**src/rtl/mem_arb_pkg.sv**
```systemverilog
// Shared types and constants for the two-port memory arbiter.
// Optional round-robin mode is selected with the MEM_ARB_RR_EN macro.
package mem_arb_pkg;

   localparam int unsigned DEF_ADDR_W   = 16;
   localparam int unsigned DEF_DATA_W   = 16;
   localparam int unsigned DEF_MAX_WAIT = 4;

   // Wide enough for the largest legal MAX_WAIT (15).
   localparam int unsigned WAIT_W = 4;

   localparam logic PORT_A = 1'b0;
   localparam logic PORT_B = 1'b1;

   typedef enum logic [0:0] {
      ST_OPEN,
      ST_LOCKED
   } state_e;

endpackage

```
**src/rtl/mem_arb_wait_ctr.sv**
```systemverilog
// Saturating stall counter for port A; sat flags that A has waited MAX cycles.
// Only used when MEM_ARB_RR_EN is undefined.
module mem_arb_wait_ctr
   import mem_arb_pkg::*;
#(
   parameter int unsigned MAX = DEF_MAX_WAIT
) (
   input  logic clk,
   input  logic rst_n,
   input  logic inc,
   input  logic clr,
   output logic sat
);

   localparam logic [WAIT_W-1:0] MaxCnt = WAIT_W'(MAX);

   logic [WAIT_W-1:0] cnt_q, cnt_d;

   always_comb begin
      cnt_d = cnt_q;
      if (clr) begin
         cnt_d = '0;
      end else if (inc && (cnt_q != MaxCnt)) begin
         cnt_d = cnt_q + WAIT_W'(1);
      end
   end

   always_ff @(posedge clk or negedge rst_n) begin
      if (!rst_n) begin
         cnt_q <= '0;
      end else begin
         cnt_q <= cnt_d;
      end
   end

   assign sat = (cnt_q == MaxCnt);

endmodule

```
**src/rtl/mem_arbiter.sv**
```systemverilog
// Two-requester arbiter in front of a single-port word memory with 1-cycle responses.
// Define MEM_ARB_RR_EN for round-robin in the open state instead of B-priority + starvation.
module mem_arbiter
   import mem_arb_pkg::*;
#(
   parameter int unsigned ADDR_W   = DEF_ADDR_W,
   parameter int unsigned DATA_W   = DEF_DATA_W,
   parameter int unsigned MAX_WAIT = DEF_MAX_WAIT
) (
   input  logic              clk,
   input  logic              rst_n,
   input  logic              a_req,
   input  logic [ADDR_W-1:0] a_addr,
   output logic              a_ready,
   output logic              a_rsp_valid,
   output logic [DATA_W-1:0] a_rsp_data,
   input  logic              b_req,
   input  logic              b_we,
   input  logic [ADDR_W-1:0] b_addr,
   input  logic [DATA_W-1:0] b_wdata,
   input  logic              b_lock,
   output logic              b_ready,
   output logic              b_rsp_valid,
   output logic [DATA_W-1:0] b_rsp_data,
   output logic [ADDR_W-1:0] mem_address,
   output logic [DATA_W-1:0] mem_data,
   output logic              mem_write_enable,
   output logic              mem_read_enable,
   input  logic [DATA_W-1:0] mem_read_data
);

   state_e            state_q, state_d;
   logic              a_gnt, b_gnt;
   logic              a_rsp_valid_q, a_rsp_valid_d;
   logic              b_rsp_valid_q, b_rsp_valid_d;
   logic [DATA_W-1:0] a_rsp_data_q, a_rsp_data_d;
   logic [DATA_W-1:0] b_rsp_data_q, b_rsp_data_d;

`ifdef MEM_ARB_RR_EN
   logic last_q, last_d;

   // Lock holds off A entirely; otherwise ties go to whoever was not granted last.
   always_comb begin
      a_gnt = 1'b0;
      b_gnt = 1'b0;
      if (state_q == ST_LOCKED) begin
         b_gnt = b_req;
      end else if (a_req && b_req) begin
         if (last_q == PORT_B) begin
            a_gnt = 1'b1;
         end else begin
            b_gnt = 1'b1;
         end
      end else begin
         a_gnt = a_req;
         b_gnt = b_req;
      end
   end

   always_comb begin
      last_d = last_q;
      if (a_gnt) begin
         last_d = PORT_A;
      end else if (b_gnt) begin
         last_d = PORT_B;
      end
   end

   always_ff @(posedge clk or negedge rst_n) begin
      if (!rst_n) begin
         last_q <= PORT_B;
      end else begin
         last_q <= last_d;
      end
   end
`else
   logic wait_sat;

   // Counter keeps saturating while locked so A is served as soon as the lock drops.
   mem_arb_wait_ctr #(
      .MAX (MAX_WAIT)
   ) u_wait_ctr (
      .clk   (clk),
      .rst_n (rst_n),
      .inc   (a_req & ~a_gnt),
      .clr   (~a_req | a_gnt),
      .sat   (wait_sat)
   );

   always_comb begin
      a_gnt = 1'b0;
      b_gnt = 1'b0;
      if (state_q == ST_LOCKED) begin
         b_gnt = b_req;
      end else if (a_req && wait_sat) begin
         a_gnt = 1'b1;
      end else if (b_req) begin
         b_gnt = 1'b1;
      end else begin
         a_gnt = a_req;
      end
   end
`endif

   assign a_ready = a_gnt;
   assign b_ready = b_gnt;

   always_comb begin
      mem_address      = '0;
      mem_data         = '0;
      mem_write_enable = 1'b0;
      mem_read_enable  = 1'b0;
      if (a_gnt) begin
         mem_address     = a_addr;
         mem_read_enable = 1'b1;
      end else if (b_gnt) begin
         mem_address      = b_addr;
         mem_write_enable = b_we;
         mem_read_enable  = ~b_we;
         mem_data         = b_we ? b_wdata : '0;
      end
   end

   always_comb begin
      state_d       = state_q;
      a_rsp_valid_d = a_gnt;
      b_rsp_valid_d = b_gnt;
      a_rsp_data_d  = a_rsp_data_q;
      b_rsp_data_d  = b_rsp_data_q;
      if (a_gnt) begin
         a_rsp_data_d = mem_read_data;
      end
      if (b_gnt) begin
         b_rsp_data_d = b_we ? '0 : mem_read_data;
         state_d      = b_lock ? ST_LOCKED : ST_OPEN;
      end
   end

   always_ff @(posedge clk or negedge rst_n) begin
      if (!rst_n) begin
         state_q       <= ST_OPEN;
         a_rsp_valid_q <= 1'b0;
         b_rsp_valid_q <= 1'b0;
         a_rsp_data_q  <= '0;
         b_rsp_data_q  <= '0;
      end else begin
         state_q       <= state_d;
         a_rsp_valid_q <= a_rsp_valid_d;
         b_rsp_valid_q <= b_rsp_valid_d;
         a_rsp_data_q  <= a_rsp_data_d;
         b_rsp_data_q  <= b_rsp_data_d;
      end
   end

   assign a_rsp_valid = a_rsp_valid_q;
   assign b_rsp_valid = b_rsp_valid_q;
   assign a_rsp_data  = a_rsp_data_q;
   assign b_rsp_data  = b_rsp_data_q;

   a_b_exclusive : assert property (@(posedge clk) disable iff (!rst_n) !(a_ready && b_ready));

endmodule
```
**config.mk**
```make
export PLATFORM = sky130hd
export DESIGN_NAME = mem_arbiter
export DESIGN_NICKNAME = d
export VERILOG_FILES = /design/src/rtl/mem_arb_pkg.sv /design/src/rtl/mem_arb_wait_ctr.sv /design/src/rtl/mem_arbiter.sv
export SDC_FILE = /design/constraint.sdc
export NUM_CORES = 1
export LEC_CHECK = 0
export BUFFER_PORTS_ARGS = -buffer_cell sky130_fd_sc_hd__buf_4
export CAP_MARGIN = 20
export CORE_MARGIN = 10
export CORE_UTILIZATION = 45
export CTS_CLUSTER_DIAMETER = 100
export DETAILED_ROUTE_END_ITERATION = 10
export PLACE_DENSITY = 0.86
export RECOVER_POWER = 25
export SLEW_MARGIN = 25
export SYNTH_ARGS = -nofsm -noshare
export SYNTH_HDL_FRONTEND = slang
export SYNTH_HIERARCHICAL = 1
export SYNTH_SLANG_ARGS = --single-unit
export TNS_END_PERCENT = 100
```
**constraint.sdc**
```tcl
create_clock -name clk -period 4.25 [get_ports clk]
set_clock_uncertainty 0.05 [all_clocks]
set_input_delay 0.2125 -clock clk [delete_from_list [all_inputs] [get_ports clk]]
set_output_delay 0.2125 -clock clk [all_outputs]
set_load 0.05 [all_outputs]
```
==> results of run 1 <==
[logic make-up (layout without fill, tap and decap cells)]
kind of cell | Yosys count | count (layout) | share of synthesized area, %
compound gates | 24 | 24 | 9.424
mux | 32 | 32 | 21.11
buf+inv | 15 | 154 | 5.263
fa+ha+maj | 2 | 2 | 1.224
flops | 39 | 39 | 47.74
simple gates | 48 | 48 | 15.24
[final timing paths]
kind | startpoint | end | slack, ns | depth (start not counted)
max in group asynchronous | rst_n | b_rsp_data[11]$_DFFE_PN0N_ | 2.00 | 2
min | b_lock | state_q$_DFFE_PN0N_ | 0.09 | 2
min reg2reg | a_rsp_data[3]$_DFFE_PN0P_ | a_rsp_data[3]$_DFFE_PN0P_ | 0.46 | 1
max | u_wait_ctr/cnt_q[0]$_DFFE_PN0P_ | mem_address[0] | 1.33 | 9
min in group asynchronous | rst_n | a_rsp_data[5]$_DFFE_PN0P_ | 0.99 | 2
max reg2reg | u_wait_ctr/cnt_q[0]$_DFFE_PN0P_ | u_wait_ctr/cnt_q[3]$_DFFE_PN0P_ | 1.74 | 10
[metrics by stage]
step	power, W	cells	util [%]
after floorplan	0.0008024	160	-
final	0.001221	351	71.97
after CTS	0.001236	351	72.06
after detailed placement	0.0009965	342	69.98
after global routing	0.001271	351	71.97
after global placement	0.0009868	342	69.98
[timing repair]
action / CTS / global route
endpoints found under the hold margin: 39 / 0
setup endpoints to repair: 0 / 0
gates resized for setup: 0 / 0
hold buffers: 1 / 0
[layout by cell type, fill, tap and decap left out, types with 2 or more instances in the layout]
master	count
inv_1	3
buf_4	138
ha_1	2
and2b_1	4
and2_1	16
nand3_1	3
nor2b_1	12
nand2_1	3
a21oi_1	4
a21o_2	2
mux2_2	13
clkbuf_1	3
mux2_4	19
clkbuf_8	5
dfrtp_1	39
inv_2	3
a22o_1	16
[worst max-delay path: stages (launching register included)]
cell	delay, ns
dfrtp_1	0.40
inv_1	0.12
ha_1	0.21
nand3b_4	0.11
inv_2	0.08
nand2b_1	0.11
nand3b_2	0.45
inv_2	0.45
a22o_1	0.22
buf_4	0.20
[flip-flops by register name, indices dropped and copies added, names as in the netlist]
signal            cells
u_wait_ctr/cnt_q      4
b_rsp_valid           1
a_rsp_data           16
state_q               1
b_rsp_data           16
a_rsp_valid           1
[per-layer routing]
metal / up-vias / share of wire (%) / track usage, %
met5: - / 0 / 0
met2: 62 / 53 / 28.11
met4: 0 / 1.7 / 5.217
met1: 829 / 37 / 18.30
met3: 11 / 8.6 / 7.491
li1: 829 / - / -
[power groups by stage]
stage / clock (W) / sequential (W) / combinational (W)
finish: 0.000236 / 0.000451 / 0.000535
detailed placement: 0 / 0.000456 / 0.000541
floorplan: 0 / 0.000619 / 0.000184
global route: 0.000255 / 0.000456 / 0.000560
global placement: 0 / 0.000454 / 0.000533
CTS: 0.000244 / 0.000451 / 0.000542
[cell type report]
class / instances / area (µm²)
well taps: 52 / 65.06
clock inverters: 1 / 5.005
inverters: 6 / 22.52
repair buffers: 140 / 1050
multi-input cells: 106 / 960.9
clock buffers: 7 / 76.32
flip-flops and latches: 39 / 975.9
fillers: 326 / 1229
==> flow_summary_export.csv, run 1 <==
group,metric,value,unit
timing,period_share,68.80,%
logic_synthesis,syn_area_per_cell,12.78,µm²
timing,maxSlewHeadroom,-34.43,%
logic_synthesis,synth_edf_count,0,
timing,postLayoutSetupSlackWorst,1.326,ns
logic_synthesis,yosysTopAreaCellShare,47.74,%
setup_path,end_kind,"primary output",
setup_path,start_kind,"flip-flop",
job,drv_cap,1,
logic_synthesis,synth.distinct_cells,29,
clocking,post_cts_buffers,0,
logic_synthesis,seq_area_frac_synth,47.74,%
setup_path,arrival,2.66,ns
setup_path,cp_max_fo,20,
die,start_util,46.63,%
clocking,htreeDepth,2,
placed_design,placed_cell_area,3068,µm²
power,power_density,387.1,nW/µm²
power,power_switching,0.0004877,W
timing,maxSlewViolCount,40,
timing,hold_viol_final,0,
timing,tightest_slew,2.016,ns
placed_design,hpwl,5.387,mm
cells_and_area,final_area,3156,µm²
power,power_frac_comb,43.8,%
timing,max_freq,0.3420,GHz
setup_path,worstPathRequired,3.99,ns
status,violations,"max-capacitance violations, max-slew violations",
drt,drc,0,
logic_synthesis,synthTopCellsByArea,"dfrtp_1 (48%), mux2_4 (14%), mux2_2 (7.2%)",
min_path,hold_class,"in2reg",
logic_synthesis,yosys_warnings,6,
timing,final-setup-viol-count,0,
global_route,grt_pass1_wl,10.17,mm
die,ioPinCount,140,
drt,drt_wl_total,6.678,mm
clocking,clk_pin_slew,0.07,ns
cells_and_area,n_antenna_cell,0,
drt,via_per_inst,4.932,
placed_design,pre_cts_slack,1.645,ns
power,ir_worst_vdd,287.3,µV
clocking,cts_sinks,39,
clocking,cts_max_path_buffers,2,
power,leakage,1.706,nW
logic_synthesis,synth_top_area_cell,"dfrtp_1",
logic_synthesis,ys_async_sr_fraction,100.0,%
logic_synthesis,synth_common_cells,"dfrtp_1 (39), mux2_4 (19), a22o_1 (16), and2_1 (16), mux2_2 (13)",
cells_and_area,drive_above_1_share,61.87,%
clocking,root_buffer,"clkbuf_8",
die,die_w,87.41,µm
clocking,cts_buffers,5,
power,intPower,0.0007337,W
global_route,grt_pass1_vias,1945,
drt,routedWlPerCell,19.03,µm
logic_synthesis,ys_ff_latch,39,
drt,drt-pass1-iter-count,4,
drt,antenna_left,0,
die,die_area,7640,µm²
placed_design,gp_congestion,0.7756,
die,core-area,4384,µm²
global_route,grt_max_degree,40,
logic_synthesis,syn_inst,160,
logic_synthesis,syn_nets,232,
global_route,grt_antenna_before_repair,0,
timing,fin_crit,2.924,ns
cells_and_area,nets,370,
timing,holdWs,0.08670,ns
power,p_sw_share,39.93,%
die,rows,24,
power,power_frac_seq,36.9,%
timing,tns,0,ns
setup_path,path_class,"reg2out",
drt,vias,1731,
clocking,clk_latency,0.29,ns
timing,rsz0062_at_grt,"no",
global_route,gr-total-overflow,0,
global_route,grt.total_usage,16.70,%
placed_design,port_buffers,139,
drt,drt-initial-drc-count,75,
power,clkPwrFrac,19.3,%
status,status,"finished, violations left",
logic_synthesis,synth_ff_type,"dfrtp_1",
clocking,tritoncts,"yes",
logic_synthesis,mappedNetlistArea,2044,µm²
logic_synthesis,synth.most_common_cell,"dfrtp_1",
die,die_h,87.41,µm
cells_and_area,area_growth,54.35,%
No activity file was read; power rests on OpenSTA's default activity.
==> run 2: changes to the inputs <==
--- a/config.mk
+++ b/config.mk
@@ -8,10 +8,10 @@
 export BUFFER_PORTS_ARGS = -buffer_cell sky130_fd_sc_hd__buf_4
 export CAP_MARGIN = 20
 export CORE_MARGIN = 10
-export CORE_UTILIZATION = 45
+export CORE_UTILIZATION = 37
 export CTS_CLUSTER_DIAMETER = 100
 export DETAILED_ROUTE_END_ITERATION = 10
-export PLACE_DENSITY = 0.86
+export PLACE_DENSITY = 0.76
 export RECOVER_POWER = 25
 export SLEW_MARGIN = 25
 export SYNTH_ARGS = -nofsm -noshare
==> constraint.sdc (replaced) <==
create_clock -name clk -period 2.4 [get_ports clk]
set_clock_uncertainty 0.05 [all_clocks]
set_input_delay 0.12 -clock clk [delete_from_list [all_inputs] [get_ports clk]]
set_output_delay 0.12 -clock clk [all_outputs]
set_load 0.05 [all_outputs]
==> run 2 against run 1 <==
Setup slack lost 1.2 ns. Worst hold slack lost 0.071 ns. The run now ends clean. Power grew 78%. Count of clock-buffer cells in the layout is the same. Core utilization shrank 13 points. Global-route usage shrank 2.7 points. Via count shrank 0.81%. Largest cell class unchanged. Highest routed layer unchanged. Sequential cell count is the same.
==> flow_summary_export.csv, run 2 (synthesis gave the netlist of run 1 again) <==
group,metric,value,unit
setup_path,crit_chain,"inv_1 > ha_1 > nand3b_4 > inv_2 > nand2b_1 > nand3b_2 > inv_6 > a22o_1 > buf_4",
setup_path,critPathBufInv,4,
clocking,clk_latency,0.29,ns
die,rows,27,
placed_design,port_buffers,139,
cells_and_area,post-route-util,59.21,%
setup_path,rr_endpoint,"u_wait_ctr/cnt_q[3]$_DFFE_PN0P_",
die,die_area,8899,µm²
power,leakage,1.726,nW
drt,antenna_left,0,
global_route,grt_antenna_before_repair,0,
die,start_util,37.59,%
status,status,"complete, no violations",
cells_and_area,nets,374,
timing,hold_viol_final,0,
die,die_w,94.34,µm
setup_path,start_kind,"flip-flop",
cells_and_area,final_common_cell,"buf_4",
setup_path,crit_end,"mem_address[11]",
drt,via_per_inst,4.579,
setup_path,path_class,"reg2out",
power,power_density,673.8,nW/µm²
power,ir_worst_vdd,486.6,µV
cells_and_area,seq_area,975.9,µm²
timing,maxSlewViolCount,0,
global_route,gr-total-overflow,0,
clocking,root_buffer,"clkbuf_8",
timing,rsz0062_at_grt,"yes",
drt,drc,0,
timing,maxSlewHeadroom,35.54,%
die,core-area,5439,µm²
global_route,grt.total_usage,13.95,%
drt,drt-pass1-iter-count,4,
timing,final-setup-viol-count,0,
setup_path,cp_max_fo,18,
setup_path,path_depth,9,
timing,max_freq,0.4430,GHz
timing,fin_crit,2.257,ns
cells_and_area,multiInputGateArea,962.2,µm²
setup_path,reg2regPathDepth,10,
clocking,clk_pin_slew,0.08,ns
drt,vias,1717,
job,drv_cap,0,
clocking,cts_sinks,39,
setup_path,regToRegStartpoint,"u_wait_ctr/cnt_q[0]$_DFFE_PN0P_",
global_route,grt_pass1_wl,9.922,mm
setup_path,arrival,2.09,ns
die,die_h,94.34,µm
timing,postLayoutSetupSlackWorst,0.1427,ns
placed_design,dp_cells,365,
clocking,post_cts_buffers,0,
setup_path,r2r_slack,0.24,ns
cells_and_area,fillCellCount,453,
drt,drt-initial-drc-count,42,
drt,routedWlPerCell,17.59,µm
placed_design,gp_congestion,0.7720,
setup_path,cp_slowest_cell,"dfrtp_1",
placed_design,pre_cts_slack,0.3231,ns
global_route,grt_max_degree,40,
global_route,grt_pass1_vias,1835,
drt,drt_wl_total,6.598,mm
timing,tightest_slew,0.9669,ns
setup_path,max_stage_delay,0.40,ns
timing,period_share,94.05,%
setup_path,end_kind,"primary output",
clocking,cts_max_path_buffers,2,
clocking,tritoncts,"yes",
setup_path,cpLargestDelayFamily,"buffers and inverters",
cells_and_area,n_antenna_cell,0,
clocking,cts_buffers,5,
cells_and_area,area_growth,57.53,%
clocking,htreeDepth,2,
cells_and_area,drive_above_1_share,62.71,%
cells_and_area,stdcell_count,375,
min_path,hold_class,"in2reg",
setup_path,worstPathRequired,2.23,ns
timing,holdWs,0.01542,ns
placed_design,hpwl,5.191,mm
cells_and_area,final_cell_mix,"buf_4 (141), dfrtp_1 (39), mux2_4 (19)",
setup_path,startpoint,"u_wait_ctr/cnt_q[0]$_DFFE_PN0P_",
die,ioPinCount,140,
-- run 2: worst min path at each step --
stage	start	end	depth (start not counted)	slack, ns
floorplan	rst_n	a_rsp_data[0]$_DFFE_PN0P_	0	-0.23
global placement	rst_n	a_rsp_data[3]$_DFFE_PN0P_	1	0.08
detailed placement	rst_n	a_rsp_data[3]$_DFFE_PN0P_	1	0.07
CTS	mem_read_data[5]	a_rsp_data[5]$_DFFE_PN0P_	2	0.004
global route	mem_read_data[13]	a_rsp_data[13]$_DFFE_PN0P_	2	0.006
finish	mem_read_data[5]	a_rsp_data[5]$_DFFE_PN0P_	2	0.02
-- run 2: metal layers --
metal  global-route usage [%]  routed length [µm]  vias to the layer above
met1                    15.90                2442                      822
met4                    4.557                  65                        0
li1                         -                   -                      846
met5                        0                   0                        -
met2                    24.26                3671                       44
met3                    4.282                 418                        5
-- run 2: layout make-up --
cell class / instances / area share (%)
Timing Repair Buffer: 144 / 33.64
Sequential cell: 39 / 30.30
Multi-Input combinational cell: 106 / 29.88
Tap cell: 72 / 2.797
Clock buffer: 7 / 2.370
Inverter: 6 / 0.8547
Clock inverter: 1 / 0.1554
-- run 2: repair_timing --
item                       CTS  global route
hold endpoints to repair    40             0
setup endpoints to repair    0            28
resized for setup            0             4
hold buffers                 2             0
-- run 2: metrics by stage --
| step | cell area [µm²] | setup TNS (ns) | power (W) |
|---|---|---|---|
| after global placement | 3115 | 0 | 0.001749 |
| after detailed placement | 3115 | 0 | 0.001760 |
| final | 3221 | 0 | 0.002170 |
| after global routing | 3221 | -0.03043 | 0.002266 |
| after floorplan | 2044 | 0 | 0.001421 |
| after CTS | 3217 | 0 | 0.002194 |
-- run 2: report_power, final --
part	internal, W	leakage (nW)	switching, W	total (W)
Sequential	0.000744	0.487	0.0000497	0.000794
Clock	0.000204	0.0422	0.000224	0.000428
Combinational	0.000355	1.20	0.000594	0.000949
Total	0.00130	1.73	0.000867	0.00217
==> run 3: changes to the inputs <==
--- a/config.mk
+++ b/config.mk
@@ -8,10 +8,10 @@
 export BUFFER_PORTS_ARGS = -buffer_cell sky130_fd_sc_hd__buf_4
 export CAP_MARGIN = 20
 export CORE_MARGIN = 10
-export CORE_UTILIZATION = 37
+export CORE_UTILIZATION = 41
 export CTS_CLUSTER_DIAMETER = 100
 export DETAILED_ROUTE_END_ITERATION = 10
-export PLACE_DENSITY = 0.76
+export PLACE_DENSITY = 0.79
 export RECOVER_POWER = 25
 export SLEW_MARGIN = 25
 export SYNTH_ARGS = -nofsm -noshare
==> constraint.sdc (replaced) <==
create_clock -name clk -period 2.3 [get_ports clk]
set_clock_uncertainty 0.05 [all_clocks]
set_input_delay 0.115 -clock clk [delete_from_list [all_inputs] [get_ports clk]]
set_output_delay 0.115 -clock clk [all_outputs]
set_load 0.05 [all_outputs]
==> run 3 against run 2 <==
Wire length increased by 1.8%. Global-route usage increased by 1.5 points. Count of clock-buffer cells in the layout decreased by 1. Critical endpoint is now mem_address[5]. Largest cell class unchanged.
==> flow_summary_export.csv, run 3 (synthesis gave the netlist of run 1 again) <==
group,metric,value,unit
job,drv_cap,0,
clocking,root_buffer,"clkbuf_8",
cells_and_area,drive_above_1_share,63.49,%
status,status,"complete, no violations",
min_path,min_to,"a_rsp_data[12]$_DFFE_PN0P_",
power,leakage,1.749,nW
placed_design,gp_congestion,0.8242,
power,power_density,696.9,nW/µm²
min_path,hold_class,"in2reg",
placed_design,port_buffers,139,
power,power_frac_comb,43.9,%
die,die_h,90.62,µm
timing,fin_crit,2.177,ns
clocking,htreeDepth,2,
setup_path,reg2regPathDepth,10,
cells_and_area,final_common_cell,"buf_4",
setup_path,cp_max_fo,15,
global_route,grt_pass1_vias,1946,
die,rows,25,
cells_and_area,stdcell_count,371,
drt,drc,0,
setup_path,path_class,"reg2out",
setup_path,end_kind,"primary output",
timing,period_share,94.66,%
global_route,grt_util_met3,4.572,%
drt,drt-initial-drc-count,59,
setup_path,worstPathRequired,2.13,ns
timing,tightest_slew,0.9544,ns
global_route,use_met2,30.17,%
clocking,cts_max_path_buffers,2,
power,p_sw_share,39.97,%
clocking,post_cts_buffers,0,
cells_and_area,nets,375,
drt,vias,1727,
setup_path,r2r_slack,0.24,ns
timing,final-setup-viol-count,0,
global_route,grt_max_degree,40,
min_path,hold_start,"mem_read_data[12]",
setup_path,rr_endpoint,"u_wait_ctr/cnt_q[3]$_DFFE_PN0P_",
min_path,hold_depth,2,
setup_path,arrival,2.01,ns
die,start_util,42.72,%
power,power_frac_seq,36.5,%
clocking,tritoncts,"yes",
timing,hold_viol_final,0,
global_route,busiest_layer,"met2",
drt,routedWlPerCell,18.10,µm
clocking,clk_latency,0.29,ns
power,intPower,0.001367,W
timing,holdWs,0.01196,ns
cells_and_area,final_cell_mix,"buf_4 (138), dfrtp_1 (39), mux2_4 (19)",
drt,drt-pass1-iter-count,4,
setup_path,max_stage_delay,0.42,ns
setup_path,startpoint,"u_wait_ctr/cnt_q[0]$_DFFE_PN0P_",
global_route,gr-total-overflow,0,
setup_path,regToRegStartpoint,"u_wait_ctr/cnt_q[0]$_DFFE_PN0P_",
drt,via_per_inst,4.655,
timing,rsz0062_at_grt,"no",
power,clkPwrFrac,19.6,%
drt,drt_wl_total,6.714,mm
die,die_w,90.62,µm
timing,max_freq,0.4593,GHz
cells_and_area,n_antenna_cell,0,
clocking,cts_buffers,5,
global_route,use_met1,15.73,%
clocking,cts_sinks,39,
placed_design,dp_cells,360,
timing,tns,0,ns
setup_path,cp_slowest_cell,"dfrtp_1",
global_route,grt_antenna_before_repair,0,
placed_design,hpwl,5.369,mm
clocking,clk_pin_slew,0.07,ns
setup_path,crit_top_cell,"inv_2",
setup_path,crit_chain,"inv_2 > ha_2 > nand3b_4 > inv_2 > nand3b_1 > nand2_1 > inv_2 > buf_6 > a22o_1 > buf_4",
die,core-area,4786,µm²
setup_path,start_kind,"flip-flop",
drt,antenna_left,0,
cells_and_area,fillCellCount,389,
cells_and_area,area_growth,59.85,%
timing,maxSlewViolCount,0,
global_route,grt.total_usage,15.45,%
die,ioPinCount,140,
timing,maxSlewHeadroom,36.37,%
die,die_area,8211,µm²
global_route,grt_pass1_wl,10.35,mm
power,power_switching,0.0009105,W
power,ir_worst_vdd,549.4,µV
[run 3: per-stage QoR]
step | setup WS, ns | util [%] | cell area (µm²) | total power, W
5_1_grt | 0.02476 | 68.29 | 3268 | 0.002373
2_1_floorplan | 0.1191 | - | 2044 | 0.001483
4_1_cts | 0.02951 | 67.42 | 3227 | 0.002292
6_report | 0.1229 | 68.29 | 3268 | 0.002278
3_5_place_dp | 0.2679 | 65.23 | 3122 | 0.001842
3_3_place_gp | 0.3850 | 65.23 | 3122 | 0.001829
[run 3: worst max path at each step]
stage                                           end  slack (ns)
floorplan                           mem_read_enable        0.12
global placement    u_wait_ctr/cnt_q[3]$_DFFE_PN0P_        0.39
detailed placement  u_wait_ctr/cnt_q[3]$_DFFE_PN0P_        0.27
CTS                                  mem_address[5]        0.03
global route                         mem_address[3]        0.02
finish                               mem_address[5]        0.12
[run 3: cell type report]
class	instances	area, µm²	share of cell area, %
Sequential cell	39	975.9	29.86
Clock inverter	2	12.51	0.3828
Inverter	6	27.53	0.8423
Clock buffer	6	72.57	2.221
Multi-Input combinational cell	106	973.4	29.79
Tap cell	67	83.83	2.565
Timing Repair Buffer	145	1122	34.34
[run 3: worst max-delay path, delay by kind of cell, from the launching register on]
kind                     cells  cell delay [ns]
AO/OA/AOI/OAI                1             0.19
adder cells (fa/ha/maj)      1             0.20
buffers and inverters        5             0.59
flip-flops                   1             0.42
AND/OR/NAND/NOR              3             0.32
[run 3: what timing repair did]
| item | 4_1_cts | 5_1_grt |
|---|---|---|
| endpoints found under the hold margin | 40 | 1 |
| setup endpoints to repair | 0 | 34 |
| resized for setup | 0 | 11 |
| hold buffers | 2 | 1 |
[run 3: power groups by stage]
stage               sequential (W)  clock, W  combinational, W
floorplan                  0.00114         0          0.000339
global placement          0.000836         0          0.000993
detailed placement        0.000839         0           0.00100
CTS                       0.000830  0.000456           0.00101
global route              0.000842  0.000486           0.00105
finish                    0.000830  0.000446           0.00100
[run 3: layer usage]
layer	up-vias	share of wire [%]
li1	845	-
met1	838	38
met2	36	57
met3	8	4.6
met5	-	0
met4	0	0.66
